[config.mk]
export PLATFORM = sky130hd
export DESIGN_NAME = dmem_arbiter_flat
export DESIGN_NICKNAME = d
export VERILOG_FILES = /design/src/rtl/dmem_arbiter_pkg.sv /design/src/rtl/dmem_arbiter_if.sv /design/src/rtl/dmem_arbiter_rr_grant.sv /design/src/rtl/dmem_arbiter.sv /design/src/flat_wrapper.sv
export SDC_FILE = /design/constraint.sdc
export NUM_CORES = 1
export LEC_CHECK = 0
export CORE_AREA = 2 2 90 92
export DETAILED_ROUTE_END_ITERATION = 16
export DIE_AREA = 0 0 92 94
export HOLD_SLACK_MARGIN = 0.12
export PLACE_DENSITY = 0.74
export REMOVE_ABC_BUFFERS = 1
export SLEW_MARGIN = 20
export SYNTH_ARGS = -nofsm -noshare
export SYNTH_HDL_FRONTEND = slang
export SYNTH_SLANG_ARGS = --single-unit
[constraint.sdc]
create_clock -name i_clk -period 6.9 [get_ports i_clk]
set_clock_uncertainty 0.2 [all_clocks]
set_input_delay 1.38 -clock i_clk [delete_from_list [all_inputs] [get_ports i_clk]]
set_output_delay 1.38 -clock i_clk [all_outputs]
set_load 0.05 [all_outputs]
[src/rtl/dmem_arbiter_pkg.sv]
// mem_pkg: shared types and constants for the data-RAM arbiter.
//   owner_state_t : arbiter owner state (IDLE, OWN_C, OWN_D)
//   PORT_C/PORT_D : port identifiers stored in the last-owner register
//   RAM_DATA/RAM_ADD : default data and word-address widths
package mem_pkg;

    typedef enum logic [1:0] {
        IDLE  = 2'd0,
        OWN_C = 2'd1,
        OWN_D = 2'd2
    } owner_state_t;

    localparam logic PORT_C = 1'b0;
    localparam logic PORT_D = 1'b1;

    localparam int RAM_DATA = 32;
    localparam int RAM_ADD  = 10;

endpackage

[src/rtl/dmem_arbiter_if.sv]
// dmem_arbiter_if: one requester port of the data-RAM arbiter.
//   req/we/addr/wdata : request from the master (held until gnt)
//   gnt               : access accepted this cycle
//   rvalid/rdata      : read response, one cycle after a granted read
// Modports: master (requester side), slave (arbiter side).
interface dmem_arbiter_if #(
    parameter int RAM_DATA = mem_pkg::RAM_DATA,
    parameter int RAM_ADD  = mem_pkg::RAM_ADD
);
    logic                req;
    logic                we;
    logic [RAM_ADD-1:0]  addr;
    logic [RAM_DATA-1:0] wdata;
    logic                gnt;
    logic                rvalid;
    logic [RAM_DATA-1:0] rdata;

    modport master (output req, we, addr, wdata, input gnt, rvalid, rdata);
    modport slave  (input req, we, addr, wdata, output gnt, rvalid, rdata);
endinterface

[src/rtl/dmem_arbiter_rr_grant.sv]
// rr_grant: combinational next-owner logic for the two-port arbiter.
//   i_state/i_bcnt/i_last : current owner, burst count, last owner
//   i_c_req/i_d_req       : port requests
//   o_gnt_c/o_gnt_d       : one-hot (or zero) grant for this cycle
//   o_state_nxt           : owner state for the next cycle
module rr_grant
    import mem_pkg::*;
#(
    parameter int MAX_BURST = 4,
    parameter int BCNT_W    = 3
) (
    input  owner_state_t      i_state,
    input  logic [BCNT_W-1:0] i_bcnt,
    input  logic              i_last,
    input  logic              i_c_req,
    input  logic              i_d_req,
    output logic              o_gnt_c,
    output logic              o_gnt_d,
    output owner_state_t      o_state_nxt
);

    localparam logic [BCNT_W-1:0] MAX_B = BCNT_W'(MAX_BURST);

    logic w_burst_ok;
    assign w_burst_ok = (i_bcnt < MAX_B);

    // Pick the winner: round-robin on ties, owner keeps the bus until its burst is spent.
    always_comb begin
        o_gnt_c     = 1'b0;
        o_gnt_d     = 1'b0;
        o_state_nxt = IDLE;
        case (i_state)
            IDLE: begin
                if (i_c_req && i_d_req) begin
                    if (i_last == PORT_D) begin
                        o_gnt_c = 1'b1;
                    end else begin
                        o_gnt_d = 1'b1;
                    end
                end else if (i_c_req) begin
                    o_gnt_c = 1'b1;
                end else if (i_d_req) begin
                    o_gnt_d = 1'b1;
                end else begin
                    o_gnt_c = 1'b0;
                end
            end
            OWN_C: begin
                if (i_c_req) begin
                    if (w_burst_ok || !i_d_req) begin
                        o_gnt_c = 1'b1;
                    end else begin
                        o_gnt_d = 1'b1;
                    end
                end else if (i_d_req) begin
                    o_gnt_d = 1'b1;
                end else begin
                    o_gnt_d = 1'b0;
                end
            end
            OWN_D: begin
                if (i_d_req) begin
                    if (w_burst_ok || !i_c_req) begin
                        o_gnt_d = 1'b1;
                    end else begin
                        o_gnt_c = 1'b1;
                    end
                end else if (i_c_req) begin
                    o_gnt_c = 1'b1;
                end else begin
                    o_gnt_c = 1'b0;
                end
            end
            default: begin
                o_gnt_c = 1'b0;
                o_gnt_d = 1'b0;
            end
        endcase

        if (o_gnt_c) begin
            o_state_nxt = OWN_C;
        end else if (o_gnt_d) begin
            o_state_nxt = OWN_D;
        end else begin
            o_state_nxt = IDLE;
        end
    end

endmodule

[src/rtl/dmem_arbiter.sv]
// dmem_arbiter: two-requester arbiter in front of the single-port data RAM.
//   i_clk, i_rst_n        : clock, asynchronous active-low reset
//   c_port, d_port        : core and loader/debug DMA requester ports
//   o_ram_read/o_ram_write: RAM strobes from the granted port
//   o_ram_address/o_ram_datain : RAM address / write data (port C when idle)
//   i_ram_dataout         : RAM read data, valid the cycle after o_ram_read
module dmem_arbiter #(
    parameter int RAM_DATA  = mem_pkg::RAM_DATA,
    parameter int RAM_ADD   = mem_pkg::RAM_ADD,
    parameter int MAX_BURST = 4
) (
    input  logic                i_clk,
    input  logic                i_rst_n,
    dmem_arbiter_if.slave       c_port,
    dmem_arbiter_if.slave       d_port,
    output logic                o_ram_read,
    output logic                o_ram_write,
    output logic [RAM_ADD-1:0]  o_ram_address,
    output logic [RAM_DATA-1:0] o_ram_datain,
    input  logic [RAM_DATA-1:0] i_ram_dataout
);
    import mem_pkg::*;

    localparam int                BCNT_W = $clog2(MAX_BURST + 1);
    localparam logic [BCNT_W-1:0] MAX_B  = BCNT_W'(MAX_BURST);

    owner_state_t      r_state;
    logic [BCNT_W-1:0] r_bcnt;
    logic              r_last;
    logic              r_c_rvalid;
    logic              r_d_rvalid;

    owner_state_t      w_state_nxt;
    logic              w_gnt_c_raw;
    logic              w_gnt_d_raw;
    logic              w_gnt_c;
    logic              w_gnt_d;

    rr_grant #(
        .MAX_BURST (MAX_BURST),
        .BCNT_W    (BCNT_W)
    ) u_rr_grant (
        .i_state     (r_state),
        .i_bcnt      (r_bcnt),
        .i_last      (r_last),
        .i_c_req     (c_port.req),
        .i_d_req     (d_port.req),
        .o_gnt_c     (w_gnt_c_raw),
        .o_gnt_d     (w_gnt_d_raw),
        .o_state_nxt (w_state_nxt)
    );

    // Grants are combinational from REQ, so mask them while reset is held
    // to keep the RAM strobes quiet until release.
    assign w_gnt_c = w_gnt_c_raw & i_rst_n;
    assign w_gnt_d = w_gnt_d_raw & i_rst_n;

    assign c_port.gnt    = w_gnt_c;
    assign d_port.gnt    = w_gnt_d;
    assign c_port.rvalid = r_c_rvalid;
    assign d_port.rvalid = r_d_rvalid;
    assign c_port.rdata  = i_ram_dataout;
    assign d_port.rdata  = i_ram_dataout;

    assign o_ram_write = (w_gnt_c & c_port.we) | (w_gnt_d & d_port.we);
    assign o_ram_read  = (w_gnt_c & ~c_port.we) | (w_gnt_d & ~d_port.we);

    // Steer RAM address and write data from the winner; port C when nobody is granted.
    always_comb begin
        o_ram_address = c_port.addr;
        o_ram_datain  = c_port.wdata;
        if (w_gnt_d) begin
            o_ram_address = d_port.addr;
            o_ram_datain  = d_port.wdata;
        end else begin
            o_ram_address = c_port.addr;
            o_ram_datain  = c_port.wdata;
        end
    end

    // Owner FSM with burst counter, last-owner memory and per-port read-valid flops.
    always_ff @(posedge i_clk or negedge i_rst_n) begin
        if (!i_rst_n) begin
            r_state    <= IDLE;
            r_bcnt     <= '0;
            r_last     <= PORT_D;
            r_c_rvalid <= 1'b0;
            r_d_rvalid <= 1'b0;
        end else begin
            r_state    <= w_state_nxt;
            r_c_rvalid <= w_gnt_c & ~c_port.we;
            r_d_rvalid <= w_gnt_d & ~d_port.we;
            if (w_gnt_c) begin
                if (r_state == OWN_C) begin
                    r_bcnt <= (r_bcnt == MAX_B) ? r_bcnt : r_bcnt + BCNT_W'(1);
                end else begin
                    r_bcnt <= BCNT_W'(1);
                    r_last <= PORT_C;
                end
            end else if (w_gnt_d) begin
                if (r_state == OWN_D) begin
                    r_bcnt <= (r_bcnt == MAX_B) ? r_bcnt : r_bcnt + BCNT_W'(1);
                end else begin
                    r_bcnt <= BCNT_W'(1);
                    r_last <= PORT_D;
                end
            end else begin
                r_bcnt <= '0;
            end
        end
    end

endmodule

[src/flat_wrapper.sv]
// flat-port wrapper written by rule: the top's interface ports become plain ports
module dmem_arbiter_flat import mem_pkg::*;
#(
    parameter int RAM_DATA  = mem_pkg::RAM_DATA,
    parameter int RAM_ADD   = mem_pkg::RAM_ADD,
    parameter int MAX_BURST = 4
)
  (i_clk, i_rst_n, o_ram_read, o_ram_write, o_ram_address, o_ram_datain, i_ram_dataout, c_port_req, c_port_we, c_port_addr, c_port_wdata, c_port_gnt, c_port_rvalid, c_port_rdata, d_port_req, d_port_we, d_port_addr, d_port_wdata, d_port_gnt, d_port_rvalid, d_port_rdata);
  dmem_arbiter_if #(.RAM_DATA(RAM_DATA), .RAM_ADD(RAM_ADD)) c_port_i ();
  dmem_arbiter_if #(.RAM_DATA(RAM_DATA), .RAM_ADD(RAM_ADD)) d_port_i ();
  input  logic i_clk;
  input  logic i_rst_n;
  output logic o_ram_read;
  output logic o_ram_write;
  output logic [RAM_ADD-1:0] o_ram_address;
  output logic [RAM_DATA-1:0] o_ram_datain;
  input  logic [RAM_DATA-1:0] i_ram_dataout;
  input wire logic [$bits(c_port_i.req)-1:0] c_port_req;
  input wire logic [$bits(c_port_i.we)-1:0] c_port_we;
  input wire logic [$bits(c_port_i.addr)-1:0] c_port_addr;
  input wire logic [$bits(c_port_i.wdata)-1:0] c_port_wdata;
  output wire logic [$bits(c_port_i.gnt)-1:0] c_port_gnt;
  output wire logic [$bits(c_port_i.rvalid)-1:0] c_port_rvalid;
  output wire logic [$bits(c_port_i.rdata)-1:0] c_port_rdata;
  input wire logic [$bits(d_port_i.req)-1:0] d_port_req;
  input wire logic [$bits(d_port_i.we)-1:0] d_port_we;
  input wire logic [$bits(d_port_i.addr)-1:0] d_port_addr;
  input wire logic [$bits(d_port_i.wdata)-1:0] d_port_wdata;
  output wire logic [$bits(d_port_i.gnt)-1:0] d_port_gnt;
  output wire logic [$bits(d_port_i.rvalid)-1:0] d_port_rvalid;
  output wire logic [$bits(d_port_i.rdata)-1:0] d_port_rdata;
  assign c_port_i.req = c_port_req;
  assign c_port_i.we = c_port_we;
  assign c_port_i.addr = c_port_addr;
  assign c_port_i.wdata = c_port_wdata;
  assign c_port_gnt = c_port_i.gnt;
  assign c_port_rvalid = c_port_i.rvalid;
  assign c_port_rdata = c_port_i.rdata;
  assign d_port_i.req = d_port_req;
  assign d_port_i.we = d_port_we;
  assign d_port_i.addr = d_port_addr;
  assign d_port_i.wdata = d_port_wdata;
  assign d_port_gnt = d_port_i.gnt;
  assign d_port_rvalid = d_port_i.rvalid;
  assign d_port_rdata = d_port_i.rdata;
  dmem_arbiter #(.RAM_DATA(RAM_DATA), .RAM_ADD(RAM_ADD), .MAX_BURST(MAX_BURST)) u_core (.i_clk(i_clk), .i_rst_n(i_rst_n), .c_port(c_port_i), .d_port(d_port_i), .o_ram_read(o_ram_read), .o_ram_write(o_ram_write), .o_ram_address(o_ram_address), .o_ram_datain(o_ram_datain), .i_ram_dataout(i_ram_dataout));
endmodule
After elaboration in Yosys (flattened, before gate mapping)
Cells that the tools add are included.

operators by class
  add/subtract/negate cells = 1
  reduce and logical (&&, ||, !) cells = 8
  bitwise gates (word level) = 10
  equality and inequality tests = 5
  mux-type cells = 30
  order comparisons = 1

operators with widths
  cell                                                                     count
  32-bit two-way mux                                                       1
  1-bit two-way mux                                                        19
  3-bit two-way mux                                                        5
  10-bit two-way mux                                                       1
  1-bit bitwise AND                                                        6
  1-bit case mux with 3 select lines                                       2
  2-bit two-way mux                                                        2
  3-bit by 1-bit adder with 3-bit output, second input constant            1
  3-bit == test, second input constant                                     1
  3-bit less-than comparator, second input constant                        1
  3-bit AND reduction                                                      1
  2-bit by 1-bit == test with 1-bit output, second input constant          1
  2-bit == test, second input constant                                     1
  1-bit zero test                                                          2
  2-bit zero test                                                          1
  1-bit logical OR                                                         2
  2-bit by 1-bit inequality test with 1-bit output, second input constant  1
  2-bit inequality test, second input constant                             1
  1-bit inverter                                                           2
  1-bit bitwise OR                                                         2
  2-bit nonzero test                                                       1
  1-bit logical AND                                                        1

storage, ports and cells
  output and inout port bits = 112
  word-level logic and storage cells = 60
  flip-flop bits (word level) = 8
  input bits = 122

Longest topological paths before layout
Gate-level depths: netlist of the first run.

  depth after elaboration = 8
  mapped depth = 6
  depth with buffers taken out = 5

By module
A second synthesis of the first run with hierarchy kept.

second synthesis, totals
  cells, all modules = 162
  area, all modules = 1641.6 µm²

modules (own cells, without submodules)
  module        cells an instance  seq. area each (µm²)  area each (µm²)  times used
  dmem_arbiter  149                201.4                 1567.8           1
  rr_grant      13                 0.0                   73.8             1

Worst setup path after synthesis of the first run
No wires, ideal clock.

  path type = in2out
  from = input d_port_req
  to = output o_ram_read
  data required time = 5.320 ns
  cell stages on the path = 5
  data arrival time = 2.946 ns
  buffers on the path = 1
  setup slack = 2.374 ns
  cells stage by stage = a21bo_2 a221oi_4 nand2_4 buf_6 o22ai_1

on the way
  longest elaborated chain between the ends = 8
  elaborated cells between the ends (all ways) = 20
  those cells by class = 12 x mux; 5 x bitwise; 3 x reduce/logical

RTL lines
  element                               line                                    RTL
  from (decl)                           flat_wrapper.sv:25                      input wire logic [$bits(d_port_i.req)-1:0] d_port_req;
  1-bit zero test                       dmem_arbiter_rr_grant.sv:50             if (w_burst_ok || !i_d_req) begin
  1-bit logical OR                      dmem_arbiter_rr_grant.sv:50
  1-bit two-way mux                     dmem_arbiter_rr_grant.sv:50
  1-bit two-way mux                     dmem_arbiter_rr_grant.sv:49             if (i_c_req) begin
  1-bit case mux with 3 select lines    dmem_arbiter_rr_grant.sv:32             case (i_state)
  1-bit bitwise AND (on tied branches)  dmem_arbiter.sv:55, dmem_arbiter.sv:56
  1-bit bitwise AND                     dmem_arbiter.sv:66                      assign o_ram_read = (w_gnt_c & ~c_port.we) | (w_gnt_d & ~d_port.we);
  1-bit bitwise OR (*)                  dmem_arbiter.sv:66
  to (decl)                             flat_wrapper.sv:13                      output logic o_ram_read;

Every way passes the cells marked *; elsewhere a longest branch is shown, timed or not.

Worst setup path after layout of the first run
  from = input d_port_req
  to = output o_ram_address[7]

on the way
  longest elaborated chain between the ends = 7
  elaborated cells between the ends (all ways) = 12
  those cells by class = 8 x mux; 1 x bitwise; 3 x reduce/logical

RTL lines
  element                                 line                         RTL
  1-bit zero test                         dmem_arbiter_rr_grant.sv:50
  1-bit logical OR                        dmem_arbiter_rr_grant.sv:50
  1-bit two-way mux                       dmem_arbiter_rr_grant.sv:50
  1-bit two-way mux                       dmem_arbiter_rr_grant.sv:49
  1-bit case mux with 3 select lines (*)  dmem_arbiter_rr_grant.sv:32
  1-bit bitwise AND (*)                   dmem_arbiter.sv:56           assign w_gnt_d = w_gnt_d_raw & i_rst_n;
  10-bit two-way mux (*)                  dmem_arbiter.sv:72           if (w_gnt_d) begin
  to (decl)                               flat_wrapper.sv:15           output logic [RAM_ADD-1:0] o_ram_address;

Marks and branches as above.

==> results.toml, run 1 <==
[floorplanning]
die_h_um = 94
initial_core_util = 0.2207
ios = 234
fp.dieW_um = 92
coreArea_um2 = 7607
die-area_um2 = 8648
rows = 32

[pwr]
p_sw_mw = 0.1871
switching_share = 0.4384
power_frac_seq = 0.146
p_per_area_nw_per_um2 = 158.9
leakagePower_nw = 1.166
power.share.clock = 0.144
p_int_mw = 0.2397
p_comb_frac = 0.710
ir_drop_uv = 49.60

[outcome]
status = "finished, final reports clean"

[grt]
grt.met3_usage = 0.1236
grt_pass1_wl_mm = 9.273
grt_pass1_vias = 1518
track_usage = 0.1445
grt_max_degree = 46
met1_usage = 0.1762
busiest_layer = "met2"
overflow = 0
antenna_found_initial = 0
use_met2 = 0.1869

[cells_and_area]
drive_gt1_frac = 0.2199
n_fill_cell = 757
final_cell_mix = "137 x clkdlybuf4s50_1, 38 x mux2_4, 7 x nand2_1, 7 x dfrtp_1"
diodes = 0
area_growth_pct = 59.99
fin_area_um2 = 2686
final_common_cell = "clkdlybuf4s50_1"
final_net_count = 366
multi_input_area_um2 = 910.9
regArea_um2 = 201.4

[clock_network]
ctsLongestPathBuffers = 2
post_cts_buffers = 0
clkTransAtPathRegs_ns = 0.04
cts_tree = "built"
clk_root_buffer_cell = "clkbuf_8"
cts_buffers = 3
worstSkewPairLatency_ns = 0.23
htreeDepth = 1
ctsHoldBuffers = 0
cts.sinks = 8
ctsResizeCount = 0

[yosys]
syn_avg_cell_area_um2 = 9.819
synth-seq-cells = 8
yosysWarnings = 0
postSynthCellCount = 171
yosysSeqAreaShare = 0.1200
netlist_area_um2 = 1679
synth.distinct_cells = 28

[detailed_routing]
num_vias = 1533
vias_per_cell = 4.469
drt-initial-drc-count = 113
drt_first_pass_iters = 4
wl_per_cell_um = 20.28
ant_nets = 0
drcViolationCount = 0
routed_wl_mm = 6.956

[place]
dpl.hpwl_mm = 5.726
portBuffers = 137
place.gp.congestion = 0.6550
dpl_cell_area_um2 = 2641

[timing]
fmax_mhz = 171.4
fin_crit_sh = 0.8457
worst_pin_slew_ns = 0.7773
hold_viol_final = 0
min_period_ns = 5.835
slew_headroom = 0.4818
timing.setup.tns_ns = 0
final_max_slew_viol_count = 0
rsz0062_at_grt = "false"
setup-violations-final = 0

[critical_path]
path_cells = "clkdlybuf4s50_1 -> a21bo_2 -> a221oi_4 -> nand2_4 -> mux2_4 -> clkdlybuf4s50_1"
crit_fanout = 45
slowest_delay_ns = 0.73
worstSetupPathType = "in -> out"
required_ns = 5.32
r2r_cells = 4
worstReg2RegEnd = "u_core.d_port.rvalid"
crit_top_cell = "clkdlybuf4s50_1"
cp_slowest_cell = "clkdlybuf4s50_1"
cp-start-kind = "primary input"
worstPathArrival_ns = 4.26
crit_path_end_kind = "output port"
critical_path_buf_inv_count = 2
r2r_start = "u_core.r_bcnt[2]"
rrSetupSlack_ns = 4.63
startpoint = "d_port_req"
crit_family = "buffers and inverters"

[hold_path]
min_to = "u_core.r_last"
hold_path_depth = 2
worstHoldStart = "u_core.r_last"
hold_path_class = "reg -> reg"

[job]
cap_violations = 0
final cells by class:
cell class | instances | share of cell area
repair buffers | 138 | 0.5133
clock buffers | 4 | 0.01677
well taps | 102 | 0.04751
multi-input cells | 85 | 0.3391
flip-flops and latches | 8 | 0.07499
inverters | 6 | 0.008384
routing by layer:
metal,part of all wire,wire [um]
met2,0.43,3009
met5,0.0045,31
met1,0.38,2664
met3,0.18,1230
met4,0.0029,20
cells by family (layout without fill, tap and decap cells):
family          count (synthesis)  count (layout)  synth area share
mux                            44              44            0.3793
fa+ha+maj                       2               2           0.01490
compound gates                 14              14           0.07005
flops                           8               8            0.1200
simple gates                   24              24           0.07303
xor+xnor                        1               1          0.005217
buf+inv                        78             148            0.3376
power by group through the flow:
stage / sequential (mW) / clock, mW / combinational, mW
floorplan: 0.0628 / 0 / 0.188
global placement: 0.0624 / 0 / 0.301
detailed placement: 0.0622 / 0 / 0.305
CTS: 0.0620 / 0.0628 / 0.305
global route: 0.0634 / 0.0667 / 0.316
finish: 0.0624 / 0.0614 / 0.303
worst max path at each step:
stage	to	depth (start not counted)
finish	o_ram_address[7]	6
CTS	o_ram_address[7]	6
global placement	o_ram_address[7]	6
floorplan	o_ram_read	4
global route	o_ram_address[7]	6
detailed placement	o_ram_address[7]	6
state kept, by name, indices dropped and copies added, names as in the netlist:
name                  cells
u_core.r_last             1
u_core.r_bcnt             3
u_core.r_state            2
u_core.c_port.rvalid      1
u_core.d_port.rvalid      1
Yosys cell counts, drive strengths merged:
cell type,number,share of area
buf,69,0.32
mux2,43,0.37
nand2,8,0.022
dfrtp,7,0.10
inv,6,0.013
nor2,6,0.013
a21oi,4,0.012
clkbuf,3,0.0067
ha,2,0.015
nand3,2,0.0060
nand3b,2,0.0089
nor3,2,0.0060
nor3b,2,0.0089
o21ai,2,0.0060
o221a,2,0.013
o31ai,2,0.0089
a21bo,1,0.0060
a21boi,1,0.0045
a221oi,1,0.016
and2,1,0.0037
dfstp,1,0.016
mux2i,1,0.0060
nand2b,1,0.0037
o22ai,1,0.0037
xnor2,1,0.0052
through the flow:
stage	setup WS [ns]	total power, mW	hold WS, ns	std cells	utilization
after floorplan	2.127	0.2509	0.2706	99	-
after global placement	1.079	0.3632	0.2852	339	0.3472
after detailed placement	1.044	0.3668	0.3165	339	0.3472
after CTS	1.056	0.4302	0.3177	343	0.3531
after global routing	0.9172	0.4466	0.3500	343	0.3531
final	1.065	0.4268	0.3350	343	0.3531
worst reg2reg max path, stage by stage (launching register included):
cell and delay (ns):
dfrtp_1 0.56, mux2_4 0.36, a221oi_4 0.39, nand2_4 0.46, nor2_1 0.23
Power figures use the tool's default switching activity.
==> run 2, diff against run 1 <==
CORE_AREA = unset   (was 2 2 90 92)
CORE_MARGIN = 2   (was unset)
CORE_UTILIZATION = 22   (was unset)
DIE_AREA = unset   (was 0 0 92 94)
PLACE_DENSITY = 0.77   (was 0.74)
clock period = 5.2 ns   (was 6.9 ns; I/O delays follow)
==> run 2 against run 1 <==
Combinational power up 33%. Highest routed layer is now met4. Critical path type unchanged. Total power rose by 33%. Sequential cell count unchanged. Final area decreased by 3.1%. Clock-buffer cell count did not move. Sequential power increased by 33%. Largest power group unchanged.
==> results.toml, run 2 (synthesized netlist as in run 1, its figures left out) <==
[outcome]
status = "finished, final reports clean"

[critical_path]
crit_fanout = 45
required_ns = 3.96
critical_path_buf_inv_count = 2
crit_path_end_kind = "output port"
worstPathArrival_ns = 3.42
worstSetupPathType = "in -> out"
crit_family = "buffers and inverters"
path_cells = "clkdlybuf4s50_1 -> a21bo_2 -> a221oi_4 -> nand2_4 -> mux2_4 -> buf_4"
cp-start-kind = "primary input"
slowest_delay_ns = 0.62
cp_slowest_cell = "clkdlybuf4s50_1"

[cells_and_area]
drive_gt1_frac = 0.4000
final_cell_mix = "93 x clkdlybuf4s50_1, 41 x buf_4, 38 x mux2_4, 7 x nand2_1, 7 x dfrtp_1"
diodes = 0
final_common_cell = "clkdlybuf4s50_1"
reg.largest.list = "u_core.r_bcnt: 3 flops, u_core.r_state: 2 flops"
regMostFlops = "u_core.r_bcnt"
regArea_um2 = 201.4
n_fill_cell = 716
multi_input_area_um2 = 910.9
area_growth_pct = 54.99
final_net_count = 365
largest_reg_flops = 3
fin_area_um2 = 2603

[clock_network]
cts_buffers = 3
ctsLongestPathBuffers = 2
ctsResizeCount = 0
clk_root_buffer_cell = "clkbuf_8"
post_cts_buffers = 0
cts_tree = "built"
cts.sinks = 8
htreeDepth = 1
worstSkewPairLatency_ns = 0.23
ctsHoldBuffers = 0
clkTransAtPathRegs_ns = 0.04

[timing]
fin_crit_sh = 0.8971
setup-violations-final = 0
hold_viol_final = 0
slew_headroom = 0.4724
whs_ns = 0.3215
final_max_slew_viol_count = 0
fmax_mhz = 214.4
worst_pin_slew_ns = 0.7914
rsz0062_at_grt = "false"
timing.setup.tns_ns = 0
fin_ws_ns = 0.5351
min_period_ns = 4.665

[floorplanning]
die_h_um = 91.37
initial_core_util = 0.2290
die-area_um2 = 8348
ios = 234
fp.dieW_um = 91.37
coreArea_um2 = 7331
rows = 31

[detailed_routing]
drt-initial-drc-count = 33
drcViolationCount = 0
routed_wl_mm = 7.460
drt_first_pass_iters = 4
wl_per_cell_um = 22.01
num_vias = 1503
ant_nets = 0
vias_per_cell = 4.434

[hold_path]
hold_path_class = "reg -> reg"

[pwr]
switching_share = 0.4495
ir_drop_uv = 68.73
p_per_area_nw_per_um2 = 217.5
power.share.clock = 0.142
p_comb_frac = 0.712
p_int_mw = 0.3116
p_sw_mw = 0.2545
power_frac_seq = 0.146
power_mw = 0.5661
leakagePower_nw = 1.214

[grt]
grt_max_degree = 46
track_usage = 0.1732
grt_pass1_vias = 1611
overflow = 0
antenna_found_initial = 0
grt_pass1_wl_mm = 10.56

[place]
dpl.hpwl_mm = 6.493
portBuffers = 137
dp_slack_ns = 0.5005
dpl_cell_area_um2 = 2557
place.gp.congestion = 0.7573

[job]
cap_violations = 0
-- run 2: final timing paths --
path | start | to | slack (ns) | cells past startpoint
min in group asynchronous | i_rst_n | u_core.d_port.rvalid | 1.02 | 1
min | u_core.r_last | u_core.r_last | 0.32 | 2
max reg2reg | u_core.r_bcnt[2] | u_core.d_port.rvalid | 2.90 | 4
min reg2reg | u_core.r_last | u_core.r_last | 0.32 | 2
max | d_port_req | o_ram_datain[30] | 0.54 | 6
max in group asynchronous | i_rst_n | u_core.r_bcnt[2] | 3.36 | 1
-- run 2: worst reg2reg max path, cell delays in order (launching register included) --
cell	delay, ns
dfrtp_1	0.54
mux2_4	0.36
a221oi_4	0.38
nand2_4	0.46
nor2_1	0.27
-- run 2: routing by layer --
layer / track usage / vias up / routed length (um)
met5: 0.07692 / - / 0
met4: 0.03788 / 0 / 61
met3: 0.1411 / 5 / 1375
met2: 0.2160 / 173 / 2847
met1: 0.2190 / 675 / 3175
li1: - / 650 / -
-- run 2: stage by stage --
| stage | utilization | cells |
|---|---|---|
| 2_1_floorplan | - | 99 |
| 3_3_place_gp | 0.3489 | 335 |
| 3_5_place_dp | 0.3489 | 335 |
| 4_1_cts | 0.3550 | 339 |
| 5_1_grt | 0.3550 | 339 |
| 6_report | 0.3550 | 339 |
-- run 2: cell type report --
class / instances / area share
tap: 99 / 0.04760
multi-input combinational: 85 / 0.3500
sequential: 8 / 0.07740
clock buffer: 4 / 0.01731
inverter: 6 / 0.008654
timing repair buffer: 137 / 0.4990
-- run 2: power by group through the flow --
| stage | sequential (mW) | combinational (mW) | clock [mW] |
|---|---|---|---|
| 2_1_floorplan | 0.0834 | 0.250 | 0 |
| 3_3_place_gp | 0.0820 | 0.402 | 0 |
| 3_5_place_dp | 0.0836 | 0.407 | 0 |
| 4_1_cts | 0.0827 | 0.408 | 0.0825 |
| 5_1_grt | 0.0844 | 0.423 | 0.0845 |
| 6_report | 0.0827 | 0.403 | 0.0802 |
